### src/rtl/pipelined_adder.sv
`default_nettype none
// ============================================================================
// Module   : pipelined_adder
// Purpose  : Width-bit add/subtract unit with the carry chain split into
//            Stages registered segments, valid/ready handshake on both sides.
// Revision : 1.0 - initial release
// ============================================================================
module pipelined_adder #(
    parameter int Width  = 32,
    parameter int Stages = 4
) (
    input  logic             clk_i,
    input  logic             rst_ni,
    input  logic             valid_i,
    output logic             ready_o,
    input  logic [Width-1:0] in1_i,
    input  logic [Width-1:0] in2_i,
    input  logic             carry_i,
    input  logic             sub_i,
    output logic             valid_o,
    input  logic             ready_i,
    output logic [Width-1:0] sum_o,
    output logic             carry_o,
    output logic             overflow_o
);

    localparam int ChunkW = Width / Stages;
    localparam int Last   = Stages - 1;

    if (Stages < 1 || Stages > Width || (Width % Stages) != 0) begin : g_bad_cfg
        $error("pipelined_adder: Stages must divide Width and lie in 1..Width");
    end

    // Each stage carries the full operand pair (upper chunks act as skew
    // registers) and the partially assembled sum.
    logic [Width-1:0]  a_q [Stages];
    logic [Width-1:0]  b_q [Stages];
    logic [Width-1:0]  s_q [Stages];
    logic [Stages-1:0] c_q;
    logic [Stages-1:0] v_q;

    logic [Width-1:0]  a_d [Stages];
    logic [Width-1:0]  b_d [Stages];
    logic [Width-1:0]  s_d [Stages];
    logic [Stages-1:0] c_d;
    logic [Stages-1:0] v_d;

    logic [Width-1:0]  a_x [Stages];
    logic [Width-1:0]  b_x [Stages];
    logic [Width-1:0]  s_x [Stages];
    logic [Stages-1:0] c_x;
    logic [Stages-1:0] v_x;
    logic [ChunkW:0]   t_x [Stages];

    logic en;

    assign en      = ~valid_o | ready_i;
    assign ready_o = en;

    always_comb begin
        a_x[0] = in1_i;
        b_x[0] = sub_i ? ~in2_i : in2_i;
        s_x[0] = '0;
        c_x[0] = sub_i | carry_i;
        v_x[0] = valid_i & en;
        for (int k = 1; k < Stages; k++) begin
            a_x[k] = a_q[k-1];
            b_x[k] = b_q[k-1];
            s_x[k] = s_q[k-1];
            c_x[k] = c_q[k-1];
            v_x[k] = v_q[k-1];
        end
        for (int k = 0; k < Stages; k++) begin
            t_x[k] = {1'b0, a_x[k][k*ChunkW +: ChunkW]}
                   + {1'b0, b_x[k][k*ChunkW +: ChunkW]}
                   + {{ChunkW{1'b0}}, c_x[k]};
            a_d[k] = a_x[k];
            b_d[k] = b_x[k];
            s_d[k] = s_x[k];
            s_d[k][k*ChunkW +: ChunkW] = t_x[k][ChunkW-1:0];
            c_d[k] = t_x[k][ChunkW];
            v_d[k] = v_x[k];
        end
    end

    always_ff @(posedge clk_i or negedge rst_ni) begin
        if (!rst_ni) begin
            a_q <= '{default: '0};
            b_q <= '{default: '0};
            s_q <= '{default: '0};
            c_q <= '0;
            v_q <= '0;
        end else if (en) begin
            a_q <= a_d;
            b_q <= b_d;
            s_q <= s_d;
            c_q <= c_d;
            v_q <= v_d;
        end
    end

    assign valid_o    = v_q[Last];
    assign sum_o      = s_q[Last];
    assign carry_o    = c_q[Last];
    assign overflow_o = (a_q[Last][Width-1] == b_q[Last][Width-1])
                      & (s_q[Last][Width-1] != a_q[Last][Width-1]);

endmodule
`default_nettype wire

### config.mk
export PLATFORM = sky130hd
export DESIGN_NAME = pipelined_adder
export DESIGN_NICKNAME = d
export VERILOG_FILES = /design/src/rtl/pipelined_adder.sv
export SDC_FILE = /design/constraint.sdc
export NUM_CORES = 1
export LEC_CHECK = 0
export CORE_ASPECT_RATIO = 1.1
export CORE_MARGIN = 5
export CORE_UTILIZATION = 55
export CTS_BUF_LIST = sky130_fd_sc_hd__clkbuf_16
export DETAILED_ROUTE_END_ITERATION = 12
export DONT_BUFFER_PORTS = 1
export HOLD_SLACK_MARGIN = 0.15
export PLACE_DENSITY = 0.73
export SYNTH_ARGS = -nofsm -noshare
export SYNTH_HDL_FRONTEND = slang
export SYNTH_SLANG_ARGS = --single-unit
### constraint.sdc
create_clock -name clk_i -period 3.55 [get_ports clk_i]
set_input_delay 0.8875 -clock clk_i [delete_from_list [all_inputs] [get_ports clk_i]]
set_output_delay 0.8875 -clock clk_i [all_outputs]
set_load 0.01 [all_outputs]
==> metrics.txt <==
Die H=between 100 and 150 um; Final Hold Viols=0; Port Buf Inserts=0; post-CTS sizing=0; CP startpoint kind=input port; GRT Residual Overflow=0; CTS tree=yes; Tot Pwr=0.00819 W; drt pass-1 iters=4; first-pass GRT wire length=roughly 26,000 um; maxcap violations=0; Detailed Route Iter0 Violations=364; Final WS setup=988 ps; syn_nets=1,022; Ant. Diodes=0; Final Cell Area=slightly above 0.009 mm^2; via count=5,592; placed inst area=0.00848 mm^2; yosys warns=0; post-DP HPWL=9510 um; per-cell routed wire length=13.7 um; Final Net Count=999; crit-path cells=or2_2, fa_1, inv_1, fa_1, nor2b_4, o31a_1, o311a_1, a211oi_1, a21o_1; critical path arrival=slightly below 3000 ps; Final Setup Violations=0; Worst path max stage delay=410 ps; drt drc=0; sequential area share after synthesis=55.6%; CTS max path bufs=2; status=finished, final reports clean; Lkg Pwr=4.51 nW; CP dominant cell by count=fa_1; vias per std cell=between 5 and 6; Die Width=128 um; reg2reg path depth=8; final wirelength=15,100 um; CP max stage cell=fa_1; DP Worst Slack=about 590 ps; post-synth cell types=29; achievable frequency=390 MHz; Tcrit/Tclk final=72.2%; Avg Inst Size Synth=around 9.1 um^2; DIE AREA=between 0.015 and 0.02 mm^2; clock buffer count from CTS=17; Reg clk slew, reported paths=70 ps; reg2reg end=sum_o[30]; layout cells sized above 1=between 4 and 5%; TNS Setup=0 ps; clk root buf=clkbuf_16; FF-to-FF setup slack=1190 ps; Slew headroom=35.9%; Core Footprint=0.0150 mm^2; Syn-to-layout area delta=8.21%; Min-Delay Path Class=in2async; Layout Skew=roughly 10 ps; Worst EP required=3910 ps; GP Congestion=approximately 0.86; Slew Limit Fails=0; total clock sinks=186; GRT Overall Usage=17.7%; Rows=47; mapped cell area=0.00837 mm^2; FF-to-FF Start=c_q[2]; CP Max Fanout=33; antenna viol nets, final=0; # IOs=106; vias in the first global route=about 5,300; Register Area=around 0.0047 mm^2; # fillers=1,284; Initial Util=55.8%; RSZ-0062 raised after global routing=false; Worst Tran Pin Value=962 ps; Final min period=about 2600 ps; area of the multi-input gates=0.00348 mm^2; pin count of the biggest net entering global routing=approximately 210; Clock Latency Late Sink=430 ps; setup bufs post-CTS=0; Crit Path Category=in2reg; synthesized flop and latch total=186; htree depth=4; Mapped Cells=916; initial antenna violation count=0; Worst setup EP type=flip-flop; pwr dens=905 mW/mm^2; Peak VDD IR=457 uV
==> Yosys cell counts <==
master / number / area (um^2)
o211ai_1: 2 / 15.0
nand2_1: 425 / 1600
xor2_1: 20 / 175
a21o_1: 10 / 75.1
nor2b_4: 3 / 41.3
nor3_1: 7 / 35.0
xnor2_1: 25 / 219
o21a_1: 3 / 22.5
o21ai_0: 66 / 330
dfrtp_1: 186 / 4650
clkbuf_1: 21 / 78.8
ha_1: 28 / 350
buf_1: 7 / 26.3
inv_1: 13 / 48.8
nor2_1: 18 / 67.6
o21bai_1: 4 / 30.0
nand2b_1: 2 / 12.5
or3_1: 4 / 25.0
inv_2: 1 / 3.75
or2_2: 4 / 25.0
a41oi_1: 3 / 26.3
o31a_1: 3 / 26.3
a21oi_1: 13 / 65.1
o311a_1: 3 / 30.0
a31oi_1: 4 / 25.0
nor2b_1: 2 / 12.5
a211oi_1: 14 / 105
buf_2: 17 / 85.1
fa_1: 8 / 160
==> worst max-delay path by stage <==
stage	startpoint	to	slack [ps]	cells past startpoint
6_report	sub_i	s_d[70]	990	9
5_1_grt	sub_i	s_d[70]	900	9
4_1_cts	sub_i	s_d[70]	1030	9
3_5_place_dp	sub_i	s_d[70]	590	9
3_3_place_gp	sub_i	s_d[70]	610	9
2_1_floorplan	sub_i	s_d[70]	330	11
==> power by group <==
part | internal [W] | total [W] | switching [W]
registers | 0.00307 | 0.00371 | 0.000645
logic | 0.00112 | 0.00264 | 0.00152
clock network | 0.00104 | 0.00184 | 0.000804
==> cell families (layout without fill, tap and decap cells) <==
group	Yosys count	in the layout	share of synthesized area [%]
simple gates	465	465	21.7
compound gates	125	125	8.97
buf+inv	59	49	2.90
xor+xnor	45	45	4.71
fa+ha+maj	36	36	6.10
flops	186	186	55.6
==> placed cells by master (no fill, tap or decap), types with 7 or more instances in the layout <==
cell,synthesis,routed
nor2_1,18,18
xor2_1,20,20
clkbuf_16,0,17
dfrtp_1,186,186
ha_1,28,28
inv_1,13,13
o21ai_0,66,66
xnor2_1,25,25
a211oi_1,14,14
a21o_1,10,10
nor3_1,7,7
nand2_1,425,425
a21oi_1,13,13
fa_1,8,8
==> per-layer routing <==
layer  vias up  routed length (um)  global-route usage (%)  share of wire [%]
li1       2885                   -                       -                  -
met1      2589                6970                    23.3                 46
met2        92                7240                    28.4                 48
met3        26                 608                    4.60                4.0
met4         0                 297                    6.15                2.0
met5         -                   0                       0                  0
==> worst max-delay path, delay by kind of cell <==
family                     cells  cell delay [ps]
AOI/OAI and AO/OA              4              900
and+or+nand+nor                2              360
adders and majority gates      2              650
buffers and inverters          1               90
==> area by class of cell <==
type	count	area share, %
Tap cell	196	2.71
Clock buffer	17	4.70
Sequential cell	186	51.4
Inverter	14	0.608
Multi-Input combinational cell	671	38.4
Clock inverter	15	1.64
Timing Repair Buffer	3	0.525
==> sequential cells by signal, summed over array words and instances, names as in the netlist <==
register	count
b_d	48
v_q	4
a_d	48
a_q	1
b_q	1
c_q	4
sum_o	32
s_d	48
==> per-stage QoR <==
stage / hold WS [ps] / util [%] / cells
2_1_floorplan: 430 / - / 916
3_3_place_gp: 443 / 56.5 / 1070
3_5_place_dp: 455 / 56.5 / 1070
4_1_cts: 138 / 60.4 / 1102
5_1_grt: 130 / 60.4 / 1102
6_report: 154 / 60.4 / 1102
Note: power is estimated with default switching activity, not from simulation.
